### src/rtl/pool_fc_flatten_bridge.sv
// pool_fc_flatten_bridge
//   Serialises pooled pixel vectors (input_channels words per beat) into the
//   fc_layer input-buffer write port, one word per cycle. Vectors are queued in
//   a small FIFO. Once a full frame (input_size words) has been written, the fc
//   start pulse is issued and the bridge holds until the fc layer has finished.
//
//   Ports:
//     clk, rst        clock (rising edge), asynchronous active-low reset
//     i_valid/i_data  pool pixel vector beat (i_data[c] is channel c)
//     o_next_busy     back-pressure to the pool stage
//     o_ibuf_we/o_ibuf_wr_data/o_ibuf_addr   fc input-buffer write port
//     o_fc_start      one-cycle fc start pulse;  i_fc_busy  fc busy flag
//     o_ovf           sticky: a vector arrived while the FIFO was full
//
//   Build option FLATTEN_HWC_EN: pixel-interleaved addressing
//   (addr = p*input_channels + c) instead of channel-major
//   (addr = c*pix_count + p).
module pool_fc_flatten_bridge #(
  parameter int unsigned input_channels = 10,
  parameter int unsigned out_width      = 11,
  parameter int unsigned datatype_size  = 4,
  parameter int unsigned fifo_depth     = 4,
  localparam int unsigned input_size    = input_channels * out_width * out_width,
  localparam int unsigned addr_w        = $clog2(input_size)
) (
  input  logic                                          clk,
  input  logic                                          rst,
  input  logic                                          i_valid,
  input  logic [input_channels-1:0][datatype_size-1:0]  i_data,
  output logic                                          o_next_busy,
  output logic                                          o_ibuf_we,
  output logic [datatype_size-1:0]                      o_ibuf_wr_data,
  output logic [addr_w-1:0]                             o_ibuf_addr,
  output logic                                          o_fc_start,
  input  logic                                          i_fc_busy,
  output logic                                          o_ovf
);

  localparam int unsigned pix_count = out_width * out_width;
  localparam int unsigned ptr_w     = $clog2(fifo_depth);
  localparam int unsigned cnt_w     = ptr_w + 1;
  localparam int unsigned ch_w      = (input_channels > 1) ? $clog2(input_channels) : 1;
  localparam int unsigned pix_w     = (pix_count > 1) ? $clog2(pix_count) : 1;

  typedef logic [input_channels-1:0][datatype_size-1:0] vec_t;
  typedef enum logic [1:0] {IDLE, WRITE, START_WAIT, HOLD} state_t;

  vec_t             mem [fifo_depth];
  logic [ptr_w-1:0] wr_ptr;
  logic [ptr_w-1:0] rd_ptr;
  logic [cnt_w-1:0] count;
  state_t           state;
  logic [ch_w-1:0]  c;
  logic [pix_w-1:0] p;
  logic [addr_w-1:0] addr;
  logic [1:0]       hold_cnt;
  logic             seen_busy;

  logic             full_c;
  logic             empty_c;
  logic             push_c;
  logic             pop_c;
  logic             last_ch_c;
  logic             last_pix_c;
  logic             enter_hold_c;
  logic             leave_hold_c;
  logic             hold_nxt_c;
  logic [cnt_w-1:0] count_nxt_c;

  // FIFO status, handshake conditions and the next-cycle HOLD flag for back-pressure
  always_comb begin
    full_c       = (count == cnt_w'(fifo_depth));
    empty_c      = (count == '0);
    push_c       = i_valid & ~full_c;
    last_ch_c    = (c == ch_w'(input_channels - 1));
    last_pix_c   = (p == pix_w'(pix_count - 1));
    pop_c        = (state == WRITE) & last_ch_c;
    count_nxt_c  = count + cnt_w'(push_c) - cnt_w'(pop_c);
    enter_hold_c = (state == START_WAIT) & ~i_fc_busy;
    // fc done: busy seen then dropped, or busy never rose within two cycles of the pulse
    leave_hold_c = (state == HOLD) & ~i_fc_busy & (seen_busy | (hold_cnt == 2'd2));
    hold_nxt_c   = enter_hold_c | ((state == HOLD) & ~leave_hold_c);
  end

  // FIFO storage
  always_ff @(posedge clk or negedge rst) begin
    if (!rst) begin
      for (int i = 0; i < int'(fifo_depth); i++) mem[i] <= '0;
    end else if (push_c) begin
      mem[wr_ptr] <= i_data;
    end
  end

  // Control FSM, counters and registered outputs
  always_ff @(posedge clk or negedge rst) begin
    if (!rst) begin
      wr_ptr         <= '0;
      rd_ptr         <= '0;
      count          <= '0;
      state          <= IDLE;
      c              <= '0;
      p              <= '0;
      addr           <= '0;
      hold_cnt       <= '0;
      seen_busy      <= 1'b0;
      o_next_busy    <= 1'b0;
      o_ibuf_we      <= 1'b0;
      o_ibuf_wr_data <= '0;
      o_ibuf_addr    <= '0;
      o_fc_start     <= 1'b0;
      o_ovf          <= 1'b0;
    end else begin
      o_ibuf_we      <= 1'b0;
      o_ibuf_wr_data <= '0;
      o_ibuf_addr    <= '0;
      o_fc_start     <= 1'b0;

      count <= count_nxt_c;
      if (push_c) wr_ptr <= wr_ptr + ptr_w'(1);
      if (pop_c)  rd_ptr <= rd_ptr + ptr_w'(1);
      if (i_valid & full_c) o_ovf <= 1'b1;
      // flag one entry early so a push landing with the flag still low cannot overflow
      o_next_busy <= (count_nxt_c >= cnt_w'(fifo_depth - 1)) | hold_nxt_c;

      case (state)
        IDLE: begin
          if (!empty_c) state <= WRITE;
        end
        WRITE: begin
          o_ibuf_we      <= 1'b1;
          o_ibuf_wr_data <= mem[rd_ptr][c];
          o_ibuf_addr    <= addr;
          if (last_ch_c) begin
            c <= '0;
            if (last_pix_c) begin
              addr  <= '0;
              state <= START_WAIT;
            end else begin
              p <= p + pix_w'(1);
`ifdef FLATTEN_HWC_EN
              addr <= addr + addr_w'(1);
`else
              // next pixel's channel-0 address is simply the next pixel index
              addr <= addr_w'(p) + addr_w'(1);
`endif
              if (count_nxt_c == '0) state <= IDLE;
            end
          end else begin
            c <= c + ch_w'(1);
`ifdef FLATTEN_HWC_EN
            addr <= addr + addr_w'(1);
`else
            addr <= addr + addr_w'(pix_count);
`endif
          end
        end
        START_WAIT: begin
          if (enter_hold_c) begin
            o_fc_start <= 1'b1;
            p          <= '0;
            hold_cnt   <= '0;
            seen_busy  <= 1'b0;
            state      <= HOLD;
          end
        end
        HOLD: begin
          if (leave_hold_c) begin
            state <= IDLE;
          end else begin
            if (i_fc_busy) seen_busy <= 1'b1;
            if (hold_cnt != 2'd2) hold_cnt <= hold_cnt + 2'd1;
          end
        end
        default: state <= IDLE;
      endcase
    end
  end

endmodule
### config.mk
export PLATFORM = sky130hd
export DESIGN_NAME = pool_fc_flatten_bridge
export DESIGN_NICKNAME = d
export VERILOG_FILES = /design/src/rtl/pool_fc_flatten_bridge.sv
export SDC_FILE = /design/constraint.sdc
export NUM_CORES = 1
export LEC_CHECK = 0
export CAP_MARGIN = 20
export CORE_UTILIZATION = 53
export DETAILED_ROUTE_END_ITERATION = 8
export HOLD_SLACK_MARGIN = 0.03
export MAX_ROUTING_LAYER = met4
export PLACE_DENSITY_LB_ADDON = 0.3
export SETUP_SLACK_MARGIN = 0.3
export SLEW_MARGIN = 40
export SYNTH_ARGS = -nofsm -noshare
export SYNTH_HDL_FRONTEND = slang
export SYNTH_SLANG_ARGS = --single-unit
### constraint.sdc
create_clock -name clk -period 2.5 [get_ports clk]
set_clock_uncertainty 0.1 [all_clocks]
set_input_delay 0.5 -clock clk [delete_from_list [all_inputs] [get_ports clk]]
set_output_delay 0.5 -clock clk [all_outputs]
set_load 0.01 [all_outputs]
# After elaboration in Yosys (flattened, before gate mapping)

Cells that the tools add are included.

Register bits: 213
Input port bits: 44
Output and inout bits: 19

Add/sub/neg operators: 9
$lt $le $gt $ge: 5
Equality and inequality tests: 17
Muxes and demuxes: 35
Bitwise logic cells: 15
Reduce and logical (&&, ||, !) cells: 10

Operators with widths:

| cell                                          | count |
|---|---|
| bitwise mux 160 bit                           | 1 |
| two-way mux 40 bit                            | 3 |
| binary-select mux 40 bit (select 2 bit)       | 1 |
| demux 40 bit (select 2 bit)                   | 1 |
| two-way mux 11 bit                            | 2 |
| two-way mux 7 bit                             | 3 |
| two-way mux 2 bit                             | 9 |
| binary-select mux 4 bit (select 4 bit)        | 1 |
| inequality test 2 bit, second input constant  | 8 |
| one-hot mux 7 bit (2 select lines)            | 1 |
| two-way mux 4 bit                             | 3 |
| AND reduction 4 bit                           | 3 |
| adder 11 x 7 -> 11 bit, second input constant | 1 |
| adder 7 x 1 -> 8 bit, second input constant   | 1 |
| two-way mux 8 bit                             | 1 |
| one-hot mux 2 bit (4 select lines)            | 1 |
| adder 7 x 1 -> 7 bit, second input constant   | 1 |
| AND 1 bit                                     | 7 |
| == test 7 bit, second input constant          | 1 |
| adder 2 x 1 -> 2 bit, second input constant   | 3 |
| == test 2 bit, second input constant          | 3 |
| >= comparator 3 bit, second input constant    | 2 |
| logical NOT 3 bit                             | 2 |
| two-way mux 1 bit                             | 6 |
| 20 further kinds                              | 26 |

# Depth between registers and ports, before layout

Gate-level depths: netlist of the first run.

Depth in word-level cells: 10
Depth in mapped cells: 13

# Worst setup path before layout of the first run

OpenSTA, ideal clock, no wires.

Path type: flip-flop to flip-flop
Start point: register c[3]
End point: register state[0]
Data arrival time: 2.559 ns
Data required time: 2.279 ns
Slack: -0.280 ns
Stages on the path, launching flop included: 13
Clock period less this slack: 2.780 ns
Cells stage by stage: dfrtp_1 > nor2b_1 > nand2_1 > nor2_2 > ha_1 > inv_1 > ha_1 > fa_1 > xor2_1 > xnor2_1 > o31ai_1 > a21oi_1 > o22a_1

Word-level cells in the longest chain between the ends: 6

Ends and longest elaborated chain:

| what                                            | RTL line | text |
|---|---|---|
| from (decl)                                     | 53       | `logic [ch_w-1:0] c;` |
| from (signal assigned)                          | 149      | `c <= c + ch_w'(1);` |
| == test 4 bit                                   | 75       | `last_ch_c = (c == ch_w'(input_channels - 1));` |
| AND 1 bit                                       | 77       | `pop_c = (state == WRITE) & last_ch_c;` |
| net pop_c                                       | 62       | `logic pop_c;` |
| subtractor 3 x 1 -> 3 bit                       | 78       | `count_nxt_c = count + cnt_w'(push_c) - cnt_w'(pop_c);` |
| net count_nxt_c[2]                              | 68       | `logic [cnt_w-1:0] count_nxt_c;` |
| logical NOT 3 bit                               | 146      | `if (count_nxt_c == '0) state <= IDLE;` |
| inequality test 3 x 2 -> 1 bit (no source line) | --       |  |
| AND reduction 5 bit (no source line)            | --       |  |
| to (signal assigned)                            | 100      | `state <= IDLE;` |
| to (signal assigned)                            | 146      |  |
| to (signal assigned)                            | 163      | `state <= HOLD;` |
| to (decl)                                       | 52       | `state_t state;` |

The timed path passes the listed nets, and every way through them passes these cells.
A chain may end at the register's enable or synchronous reset.

# Final worst setup path of the first run

Start point: register count[2]
End point: register state[0]

Word-level cells in the longest chain between the ends: 8

Ends and longest elaborated chain:

| what                                              | RTL line | text |
|---|---|---|
| from (decl)                                       | 51       | `logic [cnt_w-1:0] count;` |
| from (signal assigned)                            | 118      | `count <= count_nxt_c;` |
| == test 3 bit                                     | 72       | `full_c = (count == cnt_w'(fifo_depth));` |
| inverter 1 bit                                    | 74       | `push_c = i_valid & ~full_c;` |
| AND 1 bit                                         | 74       |  |
| adder 3 x 1 -> 3 bit *                            | 78       |  |
| subtractor 3 x 1 -> 3 bit *                       | 78       |  |
| net count_nxt_c[2]                                | 68       |  |
| logical NOT 3 bit *                               | 146      |  |
| inequality test 3 x 2 -> 1 bit (no source line) * | --       |  |
| AND reduction 5 bit (no source line) *            | --       |  |

Mark *: on every way through the listed nets, which the timed path passes. The rest lies on a longest branch.

==> results of run 1 <==
cells in the mapped netlist, drive strengths merged (5+ instances only):
| cell | n | area [µm²] |
|---|---|---|
| ha | 10 | 125.1 |
| clkbuf | 27 | 101.4 |
| a22o | 5 | 43.79 |
| a32o | 6 | 60.06 |
| o21ai | 26 | 130.1 |
| buf | 14 | 75.07 |
| xor2 | 9 | 78.83 |
| nand2 | 24 | 90.09 |
| and2 | 10 | 62.56 |
| mux2i | 14 | 140.1 |
| nor3 | 6 | 30.03 |
| inv | 17 | 63.81 |
| o22ai | 5 | 31.28 |
| a21oi | 11 | 55.05 |
| nand3 | 13 | 65.06 |
| nor2b | 6 | 37.54 |
| dfrtp | 213 | 5330 |
| mux4 | 33 | 743.2 |
| xnor2 | 5 | 43.79 |
| nor2 | 24 | 92.59 |
| mux2 | 167 | 1881 |
what timing repair did:
action,CTS,global route
setup endpoints to repair,7,7
hold endpoints to repair,56,0
hold buffers,1,0
pin swaps,10,8
gates resized for setup,12,16
setup buffers,5,4
kinds of logic (layout without fill, tap and decap cells):
kind of cell / Yosys count / in the layout
xor+xnor: 14 / 14
flops: 213 / 213
buf+inv: 58 / 172
compound gates: 80 / 80
simple gates: 104 / 104
fa+ha+maj: 11 / 11
mux: 214 / 214
stage by stage:
stage	setup slack [ns]	instance area (µm²)	TNS, ns	util (%)
after floorplan	-0.07574	9697	-0.07574	-
after global routing	-0.1591	11800	-0.1591	65.92
after detailed placement	-0.5938	10860	-1.205	60.64
after CTS	-0.008571	11710	-0.008571	65.41
after global placement	-0.5296	10860	-1.034	60.64
final	-0.02029	11800	-0.02029	65.92
placed cells by master (no fill, tap or decap), drive strengths merged, types with 11 or more instances in the layout:
cell type | Yosys | routed
a21oi | 11 | 11
buf | 14 | 52
clkbuf | 27 | 34
clkdlybuf4s50 | 0 | 60
dfrtp | 213 | 213
inv | 17 | 18
mux2 | 167 | 167
mux2i | 14 | 14
mux4 | 33 | 33
nand2 | 24 | 24
nand3 | 13 | 13
nor2 | 24 | 24
o21ai | 26 | 26
report_power, final:
part	internal, mW	leakage, nW	switching [mW]
Sequential	5.16	2.54	0.978
Clock	2.07	0.380	1.33
Combinational	3.84	2.14	2.73
Total	11.1	5.06	5.03
registers in the layout, indices dropped and copies added (netlist names), named ones only:
| register | flops |
|---|---|
| mem | 160 |
| addr | 11 |
| o_ibuf_addr | 11 |
| p | 7 |
| c | 4 |
| o_ibuf_wr_data | 4 |
| count | 3 |
| hold_cnt | 2 |
| rd_ptr | 2 |
| wr_ptr | 2 |
| o_fc_start | 1 |
| o_ibuf_we | 1 |
| o_next_busy | 1 |
| o_ovf | 1 |
| seen_busy | 1 |
| state | 1 |
worst paths after layout:
kind                               startpoint  slack (ns)  depth (start not counted)              endpoint
setup reg to reg           count[2]$_DFF_PN0_       -0.02                         11  state[0]$_DFFE_PN0P_
hold / removal                        i_valid        0.28                          2     o_ovf$_DFFE_PN0P_
min in group asynchronous                 rst        0.44                          2  o_fc_start$_DFF_PN0_
setup / recovery           count[2]$_DFF_PN0_       -0.02                         11  state[0]$_DFFE_PN0P_
max in group asynchronous                 rst        1.13                          3   mem[56]$_DFFE_PN0P_
hold reg to reg             o_ovf$_DFFE_PN0P_        0.37                          1     o_ovf$_DFFE_PN0P_
routing by layer:
metal  vias up  GRT usage [%]  wire (µm)
li1       2739              -          -
met1      3157          30.25       8690
met2       128          41.72      10880
met3        37          3.296        861
met4         0          7.082        414
met5         -              -          0
layout make-up:
cell class / instances / area, µm²
clock buffers: 33 / 673.1
clock inverters: 7 / 88.84
fillers: 1229 / 6101
inverters: 17 / 63.81
multi-input cells: 423 / 4205
flip-flops and latches: 213 / 5338
well taps: 229 / 286.5
repair buffers: 115 / 1146
worst max-delay path, stage by stage, from the launching register on:
cell and delay, ns:
dfrtp_1 0.41, a21boi_4 0.18, inv_2 0.06, ha_4 0.26, inv_2 0.04, ha_4 0.15
fa_2 0.37, xor2_2 0.17, xnor2_2 0.15, o31ai_1 0.25, a21oi_1 0.10, o22a_1 0.17
==> out/metrics.csv, run 1 <==
metric,value,unit
Placer Congestion,0.8346,
pwr/cell area,1365,nW/µm²
vias in the first global route,6530,
routed vias,6061,
RSZ-0062 raised after global routing,yes,
adder-cell share of the synthesized area,1.501,%
Main synth FF type,dfrtp_1,
IO Count,63,
Die Area,18790,µm²
Leakage,5.059,nW
drt initial violations,312,
Clock Latency Late Sink,0.51,ns
Mapped Cells,694,
Area Overhead vs Synth,22.07,%
"FFs w/ async S/R, synth",100.0,%
port buffer count,62,
Hold WS,0.2814,ns
first-pass GRT wire length,34080,µm
CTS Sinks,213,
Final min period,2.520,ns
XOR/XNOR Fraction of Synth Area,1.268,%
initial antenna violation count,0,
Post-Synth Simple-Gate Area,5.397,%
worst hold path type,in2reg,
pins over their slew limit,0,
Synth Warn #,0,
largest net degree at the start of global routing,63,
#FFs+latches synth,213,
Overflow after GRT,0,
CP max FO,2,
htree depth,1,
n_diodes,0,
CORE AREA,17900,µm²
FP Rows,49,
Fin. Hold Viols,0,
largest family of logic cells by synthesized area,multiplexers,
CTS Root Cell,clkbuf_16,
average routed wire per standard cell,20.11,µm
setup ws final,-0.02029,ns
Synth Area in Compound Gates,5.630,%
mux share of post-synthesis cell area,28.59,%
endpoints failing setup,1,
Rel. slew slack,64.14,%
Peak VDD IR,0.7183,mV
final WL,20850,µm
Detailed Routing Iterations Pass 1,4,
Post-layout nets,848,
Final period util,100.8,%
CTS tree,yes,
vias per cell,5.845,
"EDFF count, synth",0,
outcome,"complete, but fails checks",
share of layout cells above drive strength 1,39.11,%
Syn Nets,749,
WS Path Type,reg2reg,
Tot Pwr,16.10,mW
Least-Margin Pin Slew,0.5378,ns
remaining antenna violation count,0,
Mapped Avg Cell Area,13.93,µm²
Initial Util,54.00,%
MaxCap Viol Count,0,
crit path DAT,2.81,ns
post-route DRC violation count,0,
Fmax,396.8,MHz
Die X,137.1,µm
post-synthesis sequential area ratio,55.13,%
Critical Path Sink Type,flop,
Layout Cells excl Fill,1037,
Max Root-Sink Buffers,3,
Tot GR Track Use,24.38,%
CTS buffer count,23,
Detail Placement HPWL,13730,µm
critical path required time,2.79,ns
"Clk pin slew, worst setup/hold paths",0.06,ns
Die Ht,137.1,µm
Cells after DPL,987,
Post-Syn Area,9668,µm²
Synth cell types,53,
failing checks,negative setup slack,
Worst setup SP type,flop,
Power figures use the tool's default switching activity.
==> run 2: changes to the inputs <==
--- a/config.mk
+++ b/config.mk
@@ -6,10 +6,11 @@
 export NUM_CORES = 1
 export LEC_CHECK = 0
 export CAP_MARGIN = 20
-export CORE_UTILIZATION = 53
+export CORE_UTILIZATION = 55
+export CTS_BUF_LIST = sky130_fd_sc_hd__clkbuf_8
+export CTS_CLUSTER_DIAMETER = 40
 export DETAILED_ROUTE_END_ITERATION = 8
 export HOLD_SLACK_MARGIN = 0.03
-export MAX_ROUTING_LAYER = met4
 export PLACE_DENSITY_LB_ADDON = 0.3
 export SETUP_SLACK_MARGIN = 0.3
 export SLEW_MARGIN = 40
==> out/metrics.csv, run 2 (synthesis gave the netlist of run 1 again) <==
metric,value,unit
outcome,"complete, no violations",
pins over their slew limit,0,
largest reg by FF count,mem,
Die X,134.6,µm
pre-CTS setup slack,-0.6506,ns
Worst setup SP type,flop,
Least-Margin Pin Slew,0.6568,ns
Largest register FFs,160,
Tot Pwr,16.27,mW
Worst path most repeated cell,inv_1,
CP top delay family,adder cells,
WS Path Type,reg2reg,
Die Ht,134.6,µm
final instance area,11850,µm²
Max Root-Sink Buffers,3,
final WL,21180,µm
CP Cell Sequence,"a21boi_4, inv_1, ha_1, inv_1, ha_2, fa_2, xor2_1, xnor2_1, o31ai_1, a21oi_1, o22a_1",
routed vias,6241,
MaxCap Viol Count,0,
CP max FO,2,
Clock Latency Late Sink,0.53,ns
share of layout cells above drive strength 1,40.00,%
Die Area,18110,µm²
Leakage,5.128,nW
CTS tree,yes,
"Core Util, Final",68.77,%
n_diodes,0,
Peak VDD IR,0.6353,mV
CORE AREA,17240,µm²
post-route DRC violation count,0,
worst hold path type,reg2reg,
average routed wire per standard cell,19.98,µm
Placer Congestion,0.8374,
vias in the first global route,6772,
Tot GR Track Use,24.86,%
IO Count,63,
placed instance area,10880,µm²
Hold WS,0.3890,ns
Setup TNS,0,ns
pwr/cell area,1373,nW/µm²
largest net degree at the start of global routing,76,
CTS Sinks,213,
Layout Cells excl Fill,1060,
"commonest non-fill, non-tap cell in the layout",dfrtp_1,
Post-layout nets,864,
Overflow after GRT,0,
most frequent cells in the layout,"dfrtp_1, mux2_2, clkdlybuf4s50_1, clkbuf_8, buf_4",
Detailed Routing Iterations Pass 1,4,
Critical Path Sink Type,flop,
endpoints failing setup,0,
Largest regs,"mem: 160 flops, addr: 11 flops, o_ibuf_addr: 11 flops",
Initial Util,56.09,%
critical path required time,2.82,ns
Area Overhead vs Synth,22.61,%
RSZ-0062 raised after global routing,yes,
port buffer count,62,
htree depth,2,
FP Rows,48,
remaining antenna violation count,0,
Detail Placement HPWL,13940,µm
initial antenna violation count,0,
CTS buffer count,38,
vias per cell,5.888,
Fmax,404.3,MHz
CTS Root Cell,clkbuf_8,
Fin. Hold Viols,0,
crit path DAT,2.79,ns
first-pass GRT wire length,34810,µm
Final min period,2.473,ns
Bufs and invs on worst path,2,
Rel. slew slack,56.21,%
drt initial violations,378,
Cells after DPL,985,
"Slowest-stage cell, CP",dfrtp_1,
"Clk pin slew, worst setup/hold paths",0.06,ns
fill cell count,1155,
CP peak stage delay,0.42,ns
Final period util,98.93,%
setup ws final,0.02672,ns
## run 2: layout make-up
cell class / instances / area, µm² / share of cell area [%]
clock buffer: 45 / 619.3 / 5.225
clock inverter: 21 / 211.5 / 1.784
inverter: 17 / 63.81 / 0.5383
multi-input combinational: 423 / 4175 / 35.22
sequential: 213 / 5333 / 44.99
tap: 225 / 281.5 / 2.375
timing repair buffer: 116 / 1170 / 9.869
## run 2: metal layers
metal	vias to the layer above	GRT usage (%)	wire, µm
met3	39	4.392	825
met2	149	42.34	10870
met4	0	9.238	507
li1	2783	-	-
met5	-	1.111	0
met1	3270	31.92	8984
## run 2: what timing repair did
action                                 in CTS  in global routing
endpoints found under the hold margin      70                  0
gates cloned                                0                  0
setup buffers                               4                  4
setup endpoints to repair                   7                  7
pin swaps                                   7                  1
hold buffers                                1                  0
resized for setup                           7                 12
## run 2: final timing paths
check	start	endpoint	slack [ns]	cells past startpoint
min reg2reg	o_ovf$_DFFE_PN0P_	o_ovf$_DFFE_PN0P_	0.39	1
max in group asynchronous	rst	mem[59]$_DFFE_PN0P_	1.07	3
max reg2reg	count[2]$_DFF_PN0_	state[0]$_DFFE_PN0P_	0.03	11
min in group asynchronous	rst	hold_cnt[0]$_DFFE_PN0P_	0.43	2
max	count[2]$_DFF_PN0_	state[0]$_DFFE_PN0P_	0.03	11
min	o_ovf$_DFFE_PN0P_	o_ovf$_DFFE_PN0P_	0.39	1
## run 2: where the power goes
group,internal (mW),switching (mW)
clock,2.06,1.41
combinational,3.91,2.79
sequential,5.15,0.940
